===== config.mk =====
export PLATFORM = sky130hd
export DESIGN_NAME = serial_msg_parser
export DESIGN_NICKNAME = d
export VERILOG_FILES = /design/src/rtl/serial_msg_parser.sv
export SDC_FILE = /design/constraint.sdc
export NUM_CORES = 1
export LEC_CHECK = 0
export ABC_CLOCK_PERIOD_IN_PS = 3100
export CAP_MARGIN = 10
export CORE_UTILIZATION = 55
export CTS_CLUSTER_SIZE = 8
export DETAILED_ROUTE_END_ITERATION = 8
export GPL_TIMING_DRIVEN = 0
export PLACE_DENSITY = 0.79
export SYNTH_ARGS = -nofsm -noshare
export SYNTH_HDL_FRONTEND = slang
export SYNTH_SLANG_ARGS = --single-unit

===== constraint.sdc =====
create_clock -name clk -period 3.1 [get_ports clk]
set_input_delay 0.465 -clock clk [delete_from_list [all_inputs] [get_ports clk]]
set_output_delay 0.465 -clock clk [all_outputs]
set_load 0.005 [all_outputs]

===== src/rtl/serial_msg_parser.sv =====
`default_nettype none
// ============================================================================
// Module   : serial_msg_parser
// Purpose  : Hunts NUM_TYPES header sequences in a UART byte stream, tags the
//            frame with its type id and forwards PAYLOAD_LEN[type] bytes, with
//            optional inter-byte timeout and optional trailing XOR checksum
//            (enabled by defining MSG_CHECKSUM_EN).
// Revision : 1.0 - initial release
// ============================================================================
module serial_msg_parser #(
    parameter int                              NUM_TYPES      = 2,
    parameter int                              HDR_LEN        = 5,
    parameter logic [NUM_TYPES*HDR_LEN*8-1:0]  HEADERS        = {"FGHIJ", "ABCDE"},
    parameter logic [NUM_TYPES*16-1:0]         PAYLOAD_LENS   = {16'd16, 16'd8},
    parameter int                              TIMEOUT_CYCLES = 0,
    localparam int                             TYPE_W         = (NUM_TYPES > 1) ? $clog2(NUM_TYPES) : 1
) (
    input  logic              clk,
    input  logic              rst_n,
    input  logic [7:0]        rx_data,
    input  logic              rx_data_ready,
    output logic [7:0]        msg_out,
    output logic              data_valid,
    output logic [TYPE_W-1:0] msg_type,
    output logic              msg_active,
    output logic              msg_start,
    output logic              msg_done,
    output logic              frame_err
);

    localparam int IDX_W = (HDR_LEN > 1) ? $clog2(HDR_LEN) : 1;
    localparam int TO_W  = (TIMEOUT_CYCLES > 1) ? $clog2(TIMEOUT_CYCLES) : 1;
    localparam logic [IDX_W-1:0] IDX_LAST = IDX_W'(HDR_LEN - 1);
    localparam logic [TO_W-1:0]  TO_LAST  = TO_W'((TIMEOUT_CYCLES > 0) ? TIMEOUT_CYCLES - 1 : 0);

`ifdef MSG_CHECKSUM_EN
    typedef enum logic [2:0] {
        S_HUNT    = 3'd0,
        S_HDR     = 3'd1,
        S_PAYLOAD = 3'd2,
        S_ZLEN    = 3'd3,
        S_CHECK   = 3'd4
    } state_t;
`else
    typedef enum logic [2:0] {
        S_HUNT    = 3'd0,
        S_HDR     = 3'd1,
        S_PAYLOAD = 3'd2,
        S_ZLEN    = 3'd3
    } state_t;
`endif

    state_t              state_q, state_d;
    logic [NUM_TYPES-1:0] mask_q, mask_d;
    logic [IDX_W-1:0]    hdr_idx_q, hdr_idx_d;
    logic [15:0]         countdown_q, countdown_d;
    logic [TO_W-1:0]     gap_q, gap_d;
    logic [7:0]          msg_out_q, msg_out_d;
    logic                data_valid_q, data_valid_d;
    logic [TYPE_W-1:0]   msg_type_q, msg_type_d;
    logic                msg_active_q, msg_active_d;
    logic                msg_start_q, msg_start_d;
    logic                msg_done_q, msg_done_d;
    logic                frame_err_q, frame_err_d;
`ifdef MSG_CHECKSUM_EN
    logic [7:0]          acc_q, acc_d;
`endif

    logic [7:0]           w_hdr_byte [NUM_TYPES][HDR_LEN];
    logic [NUM_TYPES-1:0] w_match_first;
    logic [NUM_TYPES-1:0] w_match_idx;
    logic [NUM_TYPES-1:0] w_cand;
    logic                 w_complete;
    logic [IDX_W-1:0]     w_next_idx;
    logic [TYPE_W-1:0]    w_sel;
    logic [15:0]          w_sel_len;
    logic                 w_in_frame;
    logic                 w_timeout;

    // Header table: byte 0 of each type is the most-significant byte of its slice.
    generate
        for (genvar k = 0; k < NUM_TYPES; k++) begin : g_type
            for (genvar i = 0; i < HDR_LEN; i++) begin : g_byte
                assign w_hdr_byte[k][i] = HEADERS[(k*HDR_LEN + HDR_LEN - 1 - i)*8 +: 8];
            end
            assign w_match_first[k] = (rx_data == w_hdr_byte[k][0]);
            assign w_match_idx[k]   = (rx_data == w_hdr_byte[k][hdr_idx_q]);
        end
    endgenerate

    always_comb begin
        state_d      = state_q;
        mask_d       = mask_q;
        hdr_idx_d    = hdr_idx_q;
        countdown_d  = countdown_q;
        gap_d        = '0;
        msg_out_d    = msg_out_q;
        data_valid_d = 1'b0;
        msg_type_d   = msg_type_q;
        msg_active_d = msg_active_q;
        msg_start_d  = 1'b0;
        msg_done_d   = 1'b0;
        frame_err_d  = 1'b0;
`ifdef MSG_CHECKSUM_EN
        acc_d        = acc_q;
`endif
        w_sel        = '0;
        w_sel_len    = '0;
        w_next_idx   = IDX_W'(1);

        // Surviving candidates continue; otherwise the same byte restarts the hunt.
        if (state_q == S_HDR && (mask_q & w_match_idx) != '0) begin
            w_cand     = mask_q & w_match_idx;
            w_complete = (hdr_idx_q == IDX_LAST);
            w_next_idx = hdr_idx_q + IDX_W'(1);
        end else begin
            w_cand     = w_match_first;
            w_complete = (HDR_LEN == 1);
        end

        for (int k = NUM_TYPES - 1; k >= 0; k--) begin
            if (w_cand[k]) begin
                w_sel     = TYPE_W'(k);
                w_sel_len = PAYLOAD_LENS[k*16 +: 16];
            end
        end

        w_in_frame = (state_q != S_HUNT) && (state_q != S_ZLEN);
        w_timeout  = (TIMEOUT_CYCLES > 0) && w_in_frame && !rx_data_ready && (gap_q == TO_LAST);
        if ((TIMEOUT_CYCLES > 0) && w_in_frame && !rx_data_ready && !w_timeout) begin
            gap_d = gap_q + TO_W'(1);
        end

        case (state_q)
            S_HUNT, S_ZLEN, S_HDR: begin
                if (state_q == S_ZLEN) begin
                    msg_done_d   = 1'b1;
                    msg_active_d = 1'b0;
                    state_d      = S_HUNT;
                end
                if (rx_data_ready) begin
                    if (w_cand == '0) begin
                        state_d   = S_HUNT;
                        mask_d    = '0;
                        hdr_idx_d = '0;
                    end else if (w_complete) begin
                        state_d      = (w_sel_len == 16'd0) ? S_ZLEN : S_PAYLOAD;
                        mask_d       = '0;
                        hdr_idx_d    = '0;
                        msg_type_d   = w_sel;
                        msg_start_d  = 1'b1;
                        msg_active_d = 1'b1;
                        countdown_d  = w_sel_len;
`ifdef MSG_CHECKSUM_EN
                        acc_d        = 8'h00;
`endif
                    end else begin
                        state_d   = S_HDR;
                        mask_d    = w_cand;
                        hdr_idx_d = w_next_idx;
                    end
                end else if (w_timeout) begin
                    // Header timeouts abandon the partial match without signalling.
                    state_d   = S_HUNT;
                    mask_d    = '0;
                    hdr_idx_d = '0;
                end
            end
            S_PAYLOAD: begin
                if (rx_data_ready) begin
                    msg_out_d    = rx_data;
                    data_valid_d = 1'b1;
                    countdown_d  = countdown_q - 16'd1;
`ifdef MSG_CHECKSUM_EN
                    acc_d        = acc_q ^ rx_data;
                    if (countdown_q == 16'd1) begin
                        state_d = S_CHECK;
                    end
`else
                    if (countdown_q == 16'd1) begin
                        msg_done_d   = 1'b1;
                        msg_active_d = 1'b0;
                        state_d      = S_HUNT;
                    end
`endif
                end else if (w_timeout) begin
                    frame_err_d  = 1'b1;
                    msg_active_d = 1'b0;
                    state_d      = S_HUNT;
                end
            end
`ifdef MSG_CHECKSUM_EN
            S_CHECK: begin
                if (rx_data_ready) begin
                    if (rx_data == acc_q) begin
                        msg_done_d = 1'b1;
                    end else begin
                        frame_err_d = 1'b1;
                    end
                    msg_active_d = 1'b0;
                    state_d      = S_HUNT;
                end else if (w_timeout) begin
                    frame_err_d  = 1'b1;
                    msg_active_d = 1'b0;
                    state_d      = S_HUNT;
                end
            end
`endif
            default: begin
                state_d   = S_HUNT;
                mask_d    = '0;
                hdr_idx_d = '0;
            end
        endcase
    end

    always_ff @(posedge clk or negedge rst_n) begin
        if (!rst_n) begin
            state_q      <= S_HUNT;
            mask_q       <= '0;
            hdr_idx_q    <= '0;
            countdown_q  <= '0;
            gap_q        <= '0;
            msg_out_q    <= '0;
            data_valid_q <= 1'b0;
            msg_type_q   <= '0;
            msg_active_q <= 1'b0;
            msg_start_q  <= 1'b0;
            msg_done_q   <= 1'b0;
            frame_err_q  <= 1'b0;
`ifdef MSG_CHECKSUM_EN
            acc_q        <= '0;
`endif
        end else begin
            state_q      <= state_d;
            mask_q       <= mask_d;
            hdr_idx_q    <= hdr_idx_d;
            countdown_q  <= countdown_d;
            gap_q        <= gap_d;
            msg_out_q    <= msg_out_d;
            data_valid_q <= data_valid_d;
            msg_type_q   <= msg_type_d;
            msg_active_q <= msg_active_d;
            msg_start_q  <= msg_start_d;
            msg_done_q   <= msg_done_d;
            frame_err_q  <= frame_err_d;
`ifdef MSG_CHECKSUM_EN
            acc_q        <= acc_d;
`endif
        end
    end

    assign msg_out    = msg_out_q;
    assign data_valid = data_valid_q;
    assign msg_type   = msg_type_q;
    assign msg_active = msg_active_q;
    assign msg_start  = msg_start_q;
    assign msg_done   = msg_done_q;
    assign frame_err  = frame_err_q;

endmodule
`default_nettype wire


# Word-level counts from Yosys, hierarchy flattened
# Memory sizes are Yosys's and may differ from the RTL's.
# Cells that the tools add are included.
# totals
reg_bits	37
rom_bits	128
inputBits	11
output_inout_bits	14
mem_count	2
# memory_table
name	words	width	read_ports	rd_ports_with_merged_regs	wr	line	rtl
(no name shown)	8	8	1	0	0	87	assign w_match_idx[k] = (rx_data == w_hdr_byte[k][hdr_idx_q]);
(no name shown)	8	8	1	0	0	87	
# classes
add_sub_neg	2
n_lt_le_gt_ge	1
n_eq_ne	15
n_mux	49
n_bitwise	4
n_reduce_logical	13
# ops
operator	count
$mux W16	5
$mux W8	4
$pmux W16 S2	1
$mux W3	8
$mux W1	19
$eq A16 B1 Y1 const B	1
$eq A8 B7 Y1 const B	2
$eq A8 B8 Y1	2
$logic_not A16 Y1	1
$sub A16 B1 Y16 const B	1
$mux W2	6
$pmux W3 S2	2
$ne A2 B2 Y1 const B	5
$eq A3 B2 Y1 const B	2
$reduce_and A3 Y1	2
$mux W5	1
$reduce_and A5 Y1	1
$ge A4 B4 Y1 const B	1
$not A3 Y4	1
$pmux W1 S2	2
$pmux W2 S2	1
$reduce_and A2 Y1	2
$reduce_and A4 Y1	1
$reduce_bool A2 Y1	2
other kinds (10)	11

# Depth between registers and ports, before layout
# logic_depth
depth_word	17
mapped_depth	10
depth_no_buf	8

# Worst setup path before layout
# No wires, ideal clock.
# synth_path
kind	register -> register
startpoint	register hdr_idx_q[0]
endpoint	register countdown_q[11]
setup_time_ps	128
arrival_time_ps	2213
t_required_ps	2972
slack_ps	759
stages_incl_launch_ff	11
synth_period_minus_slack_ps	2341
cell_sequence	dfrtp_1 > buf_4 > inv_1 > ha_1 > or4b_1 > o22ai_2 > o211a_4 > o211a_1 > buf_4 > buf_8 > nor2_2
# synth_between
elab_chain_len	12
word_cells_on_any_way	19
# synth_rtl
element	line	rtl
start: declaration	55	logic [IDX_W-1:0] hdr_idx_q, hdr_idx_d;
start signal: assignment	237	hdr_idx_q <= hdr_idx_d;
$not A3 Y4 (not written as such)	87	
$mem_v2 Z8 W8	--	
$mux W8 (not written as such) (2 in a row)	87	
$eq A8 B8 Y1	87	
$and A2 B2 Y2	112, 113	
$reduce_bool A2 Y1	112	if (state_q == S_HDR && (mask_q & w_match_idx) != '0) begin
$logic_and A1 B1 Y1	112	
$mux W2	112	
$logic_not A2 Y1	142	if (w_cand == '0) begin
$ne A2 B2 Y1 (no line)	--	
$reduce_and A5 Y1 (no line) (*)	--	
end signal: assignment	238	countdown_q <= countdown_d;
end: declaration	56	logic [15:0] countdown_q, countdown_d;
# Mark *: on every way between the ends. The rest lies on a longest branch, timed or not. The select of a mux whose other input is x is not followed.
# A chain may end at the register's enable or synchronous reset.

# Worst setup path in the final report
# layout_path
startpoint	input port rx_data[5]
endpoint	register countdown_q[11]
# layout_between
elab_chain_len	8
word_cells_on_any_way	13
# layout_rtl
element	line	rtl
start: declaration	20	input logic [7:0] rx_data,
$eq A8 B8 Y1	87	
$and A2 B2 Y2	112, 113	
$reduce_bool A2 Y1	112	
$logic_and A1 B1 Y1	112	
$mux W2	112	
$logic_not A2 Y1	142	
$ne A2 B2 Y1 (no line)	--	
$reduce_and A5 Y1 (no line) (*)	--	
# Mark *: on every way between the ends. The rest lies on a longest branch, timed or not.

==> impl_results.html <==
<table>
<tr><th>Metric</th><th>Value</th></tr>
<tr><th colspan="2">Run status</th></tr>
<tr><td>Status</td><td>finished clean</td></tr>
<tr><th colspan="2">Die</th></tr>
<tr><td>Ports placed on the boundary</td><td>25</td></tr>
<tr><td>Die outline area</td><td>4000 um2</td></tr>
<tr><td>Area of the core</td><td>3470 um2</td></tr>
<tr><td>Chip Width</td><td>63.2 um</td></tr>
<tr><td>Rows</td><td>21</td></tr>
<tr><td>Die Ht</td><td>63.2 um</td></tr>
<tr><td>Starting density of the core</td><td>0.594</td></tr>
<tr><th colspan="2">Setup path</th></tr>
<tr><td>Launching instance or port of the critical path</td><td>rx_data[5]</td></tr>
<tr><td>Kind of capture point of the worst setup path</td><td>flip-flop</td></tr>
<tr><td>Reg2Reg Depth</td><td>10</td></tr>
<tr><td>Critical path cell sequence</td><td>clkdlybuf4s50_1 &gt; nor4b_1 &gt; nand3_1 &gt; a221oi_4 &gt; o211a_1 &gt; buf_4 &gt; buf_8 &gt; nor2_2</td></tr>
<tr><td>Maximum net fanout on the critical path</td><td>10</td></tr>
<tr><td>Critical path type</td><td>in2reg</td></tr>
<tr><td>Slowest library cell on the worst path</td><td>sky130_fd_sc_hd__nor4b_1</td></tr>
<tr><td>Startpoint class of the critical path</td><td>primary input</td></tr>
<tr><td>Beginning of the worst register-to-register path</td><td>hdr_idx_q[0]$_DFFE_PN0P_</td></tr>
<tr><td>FF-to-FF setup slack</td><td>540 ps</td></tr>
<tr><td>Delay of the slowest cell on the worst path</td><td>590 ps</td></tr>
<tr><td>Capture point of the worst reg-to-reg path</td><td>countdown_q[11]$_DFFE_PN0P_</td></tr>
<tr><td>Required arrival time at the worst endpoint</td><td>3270 ps</td></tr>
<tr><td>Arrival time of data at the critical path endpoint</td><td>2800 ps</td></tr>
<tr><th colspan="2">Clock tree</th></tr>
<tr><td>CTS Root Buffer Type</td><td>sky130_fd_sc_hd__clkbuf_8</td></tr>
<tr><td>Sinks on the clock net</td><td>36</td></tr>
<tr><td>CTS tree</td><td>yes</td></tr>
<tr><td># resized after CTS</td><td>0</td></tr>
<tr><td>Number of buffers created by CTS</td><td>5</td></tr>
<tr><td>H-tree depth reported by CTS</td><td>2</td></tr>
<tr><td>Clock transition at the register clock pins on the worst setup and hold paths after CTS</td><td>70 ps</td></tr>
<tr><td>Buffer count from post-CTS setup fixing</td><td>0</td></tr>
<tr><td>Worst-Skew Late Latency</td><td>290 ps</td></tr>
<tr><td>Number of hold-repair buffers added at the cts stage</td><td>0</td></tr>
<tr><td>Max Root-Sink Buffers</td><td>2</td></tr>
<tr><th colspan="2">Timing</th></tr>
<tr><td>Final-layout worst hold slack</td><td>258 ps</td></tr>
<tr><td>Total negative setup slack</td><td>0 ps</td></tr>
<tr><td>Time the final worst path needs with I/O delays and setup</td><td>2630 ps</td></tr>
<tr><td>Share of the clock period used by the worst path</td><td>0.849</td></tr>
<tr><td>Unrepaired setup endpoints after global routing</td><td>no</td></tr>
<tr><td>Number of pins with negative max-slew slack in the final report</td><td>0</td></tr>
<tr><td>Endpoints failing hold</td><td>0</td></tr>
<tr><td>Number of setup violations in the final report</td><td>0</td></tr>
<tr><td>Layout Skew</td><td>4.19 ps</td></tr>
<tr><td>Achievable frequency</td><td>380 MHz</td></tr>
<tr><td>Worst-margin pin slew</td><td>783 ps</td></tr>
<tr><td>Worst relative slew slack</td><td>0.478</td></tr>
<tr><th colspan="2">Hold path</th></tr>
<tr><td>Classification of the worst-slack hold path</td><td>in2async</td></tr>
<tr><th colspan="2">Pwr</th></tr>
<tr><td>Share of power burned in the clock network</td><td>0.394</td></tr>
<tr><td>Overall power of the completed layout</td><td>0.000864 W</td></tr>
<tr><td>Relative contribution of sequential cells to total power</td><td>0.548</td></tr>
<tr><td>Net switching fraction of the power</td><td>0.222</td></tr>
<tr><td>Combinational share of power</td><td>0.058</td></tr>
<tr><td>Power per standard cell area</td><td>357 nW/um2</td></tr>
<tr><td>Internal Power</td><td>0.000673 W</td></tr>
<tr><td>Switching power of the nets</td><td>0.000191 W</td></tr>
<tr><td>LEAKAGE</td><td>1.11 nW</td></tr>
<tr><td>Maximum resistive drop on vdd</td><td>0.279 mV</td></tr>
<tr><th colspan="2">Logic synthesis</th></tr>
<tr><td>Synth Area per Inst</td><td>9.37 um2</td></tr>
<tr><td>Post-synthesis compound-gate area fraction</td><td>0.163</td></tr>
<tr><td>Parity-gate share of the synthesized area counting xor and xnor cells</td><td>0.0504</td></tr>
<tr><td>Synthesized instance count</td><td>220</td></tr>
<tr><td>Total standard cell area after synthesis</td><td>2060 um2</td></tr>
<tr><td>Sequential area share after synthesis</td><td>0.437</td></tr>
<tr><td>Most common flop cell mapped by yosys</td><td>sky130_fd_sc_hd__dfrtp_1</td></tr>
<tr><td>Adder-cell area share of the yosys netlist</td><td>0.0304</td></tr>
<tr><td>Most area-consuming cells after synthesis</td><td>sky130_fd_sc_hd__dfrtp_1 (44%), sky130_fd_sc_hd__nand2_1 (6.2%), sky130_fd_sc_hd__ha_1 (3.0%), sky130_fd_sc_hd__nor2_2 (2.7%), sky130_fd_sc_hd__xor2_1 (2.6%)</td></tr>
<tr><td>Proportion of synthesized flip-flops having asynchronous set or reset</td><td>1.00</td></tr>
<tr><td>Area fraction of the dominant cell type after synthesis</td><td>0.437</td></tr>
<tr><td>Fraction of synthesized area in multiplexers</td><td>0.00486</td></tr>
<tr><td>Warnings, synthesis</td><td>0</td></tr>
<tr><td>#FFs+latches synth</td><td>36</td></tr>
<tr><td>Largest area contributor in the synthesized netlist</td><td>sky130_fd_sc_hd__dfrtp_1</td></tr>
<tr><td>Synth unique cells</td><td>57</td></tr>
<tr><td>Syn nets</td><td>236</td></tr>
<tr><td>Number of enable flip-flop cells after synthesis</td><td>0</td></tr>
<tr><td>Largest family of logic cells by synthesized area</td><td>simple AND/OR/NAND/NOR gates</td></tr>
<tr><td>Synth Area in Simple Gates</td><td>0.257</td></tr>
<tr><th colspan="2">Final layout</th></tr>
<tr><td>Area growth from synthesis to final layout</td><td>17.3%</td></tr>
<tr><td>Fraction of layout instances using a drive strength above 1</td><td>0.129</td></tr>
<tr><td>Number of non-filler instances in the completed layout</td><td>295</td></tr>
<tr><td>Summed area of non-filler cells in the final layout</td><td>2420 um2</td></tr>
<tr><td>Net total in the final layout</td><td>264</td></tr>
<tr><td>Count of filler cells inserted in the layout</td><td>310</td></tr>
<tr><td>Inserted Diodes</td><td>0</td></tr>
<tr><th colspan="2">Drt</th></tr>
<tr><td>Via count of the routed design</td><td>1679</td></tr>
<tr><td>Via density</td><td>5.69</td></tr>
<tr><td>Drt drc</td><td>0</td></tr>
<tr><td>Antenna Nets Post-Route</td><td>0</td></tr>
<tr><td>DRT Pass-1 Iters</td><td>5</td></tr>
<tr><td>Final wirelength</td><td>3980 um</td></tr>
<tr><td>Wire per inst</td><td>13.5 um</td></tr>
<tr><td>1st-iter DRT viols</td><td>114</td></tr>
<tr><th colspan="2">Global route</th></tr>
<tr><td>GRT Util Overall</td><td>0.230</td></tr>
<tr><td>Wire length of the first global-routing pass</td><td>7070 um</td></tr>
<tr><td>Antenna violations before repair</td><td>0</td></tr>
<tr><td>Global route overflow</td><td>0</td></tr>
<tr><td>Maximum number of pins on one net before global-route repair</td><td>37</td></tr>
<tr><td>Number of global-route vias before repair</td><td>1560</td></tr>
<tr><th colspan="2">Placed design</th></tr>
<tr><td>Cell count after placement</td><td>287</td></tr>
<tr><td>Buffers added on ports</td><td>21</td></tr>
<tr><td>Total placed instance area</td><td>2320 um2</td></tr>
<tr><td>Post-DP HPWL</td><td>2890 um</td></tr>
<tr><td>Routability-driven placement congestion ratio</td><td>0.853</td></tr>
<tr><th colspan="2">Flow run</th></tr>
<tr><td>Max-capacitance violation count</td><td>0</td></tr>
</table>
-- worst max-delay path by stage --
stage / end / depth (start not counted)
4_1_cts: countdown_q[11]$_DFFE_PN0P_ / 8
3_5_place_dp: countdown_q[11]$_DFFE_PN0P_ / 8
5_1_grt: countdown_q[11]$_DFFE_PN0P_ / 8
2_1_floorplan: countdown_q[11]$_DFFE_PN0P_ / 10
3_3_place_gp: countdown_q[11]$_DFFE_PN0P_ / 8
6_report: countdown_q[11]$_DFFE_PN0P_ / 8
-- synthesized netlist by cell type, types with 3 or more instances --
| cell type | count |
|---|---|
| sky130_fd_sc_hd__nor2_1 | 10 |
| sky130_fd_sc_hd__ha_1 | 5 |
| sky130_fd_sc_hd__xor2_1 | 6 |
| sky130_fd_sc_hd__inv_1 | 10 |
| sky130_fd_sc_hd__nor2_2 | 9 |
| sky130_fd_sc_hd__nand3_1 | 5 |
| sky130_fd_sc_hd__nor3_1 | 9 |
| sky130_fd_sc_hd__xnor2_1 | 4 |
| sky130_fd_sc_hd__nor3b_1 | 3 |
| sky130_fd_sc_hd__nand4_1 | 3 |
| sky130_fd_sc_hd__o21ai_0 | 10 |
| sky130_fd_sc_hd__dfrtp_1 | 36 |
| sky130_fd_sc_hd__nor4_1 | 4 |
| sky130_fd_sc_hd__o22ai_1 | 4 |
| sky130_fd_sc_hd__buf_4 | 3 |
| sky130_fd_sc_hd__nor2b_1 | 6 |
| sky130_fd_sc_hd__nand2_1 | 34 |
| sky130_fd_sc_hd__a21oi_1 | 9 |
| sky130_fd_sc_hd__and2_1 | 3 |
-- sequential cells by signal, indices dropped and copies added (netlist names) --
| signal | count |
|---|---|
| countdown_q | 16 |
| data_valid | 1 |
| hdr_idx_q | 3 |
| mask_q | 2 |
| msg_active | 1 |
| msg_done | 1 |
| msg_out | 8 |
| msg_start | 1 |
| msg_type | 1 |
| state_q | 2 |
-- power groups by stage --
| stage | Combinational [W] | Sequential, W | Clock [W] |
|---|---|---|---|
| 6_report | 0.0000504 | 0.000473 | 0.000340 |
| 2_1_floorplan | 0.0000246 | 0.000482 | 0 |
| 5_1_grt | 0.0000577 | 0.000473 | 0.000381 |
| 3_5_place_dp | 0.0000506 | 0.000482 | 0 |
| 3_3_place_gp | 0.0000514 | 0.000482 | 0 |
| 4_1_cts | 0.0000511 | 0.000473 | 0.000356 |
-- per-layer routing --
layer | share of wire | up-vias | global-route usage
met2 | 0.45 | 55 | 0.344
met3 | 0.062 | 6 | 0.0652
met4 | 0.015 | 0 | 0.108
met1 | 0.47 | 789 | 0.306
met5 | 0 | - | 0
li1 | - | 829 | -
-- cell usage in the layout (no fill, tap or decap), drive strengths merged, types with 2 or more instances in the layout --
master / instances
and3b: 2
xor2: 6
nor2: 19
clkdlybuf4s50: 20
nor2b: 6
nor4b: 2
nor3b: 3
or3: 2
nand3: 5
nand3b: 2
nor4: 4
dfrtp: 36
and2: 3
and3: 2
o21a: 2
clkbuf: 8
inv: 11
xnor2: 5
a31oi: 2
o211a: 2
a21oi: 9
o21ai: 11
nand2: 34
ha: 5
nand4: 3
buf: 8
o22ai: 5
o31ai: 3
nor3: 9
-- worst max-delay path, delay by kind of cell --
family,cells,cell delay (ps)
buffers and inverters,3,770
and+or+nand+nor,3,870
AOI/OAI and AO/OA,2,690
-- area by class of cell --
type,instances,area (um2),area share
multi-input combinational,164,1050,0.433
sequential,36,901,0.373
timing repair buffer,21,205,0.0849
clock buffer,7,86.3,0.0357
buffer,8,68.8,0.0285
tap,46,57.6,0.0238
inverter,12,45.0,0.0186
clock inverter,1,7.51,0.00311
-- per-stage QoR --
step,setup WS (ps),util
finish,469,0.697
global route,303,0.697
CTS,463,0.697
detailed placement,168,0.670
global placement,194,0.671
floorplan,759,-
-- cell families after synthesis --
logic type      after synthesis
fa+ha+maj                     5
mux                           1
xor+xnor                     11
other cells                   1
compound gates               45
flops                        36
buf+inv                      20
simple gates                101
No activity file was read; power rests on OpenSTA's default activity.
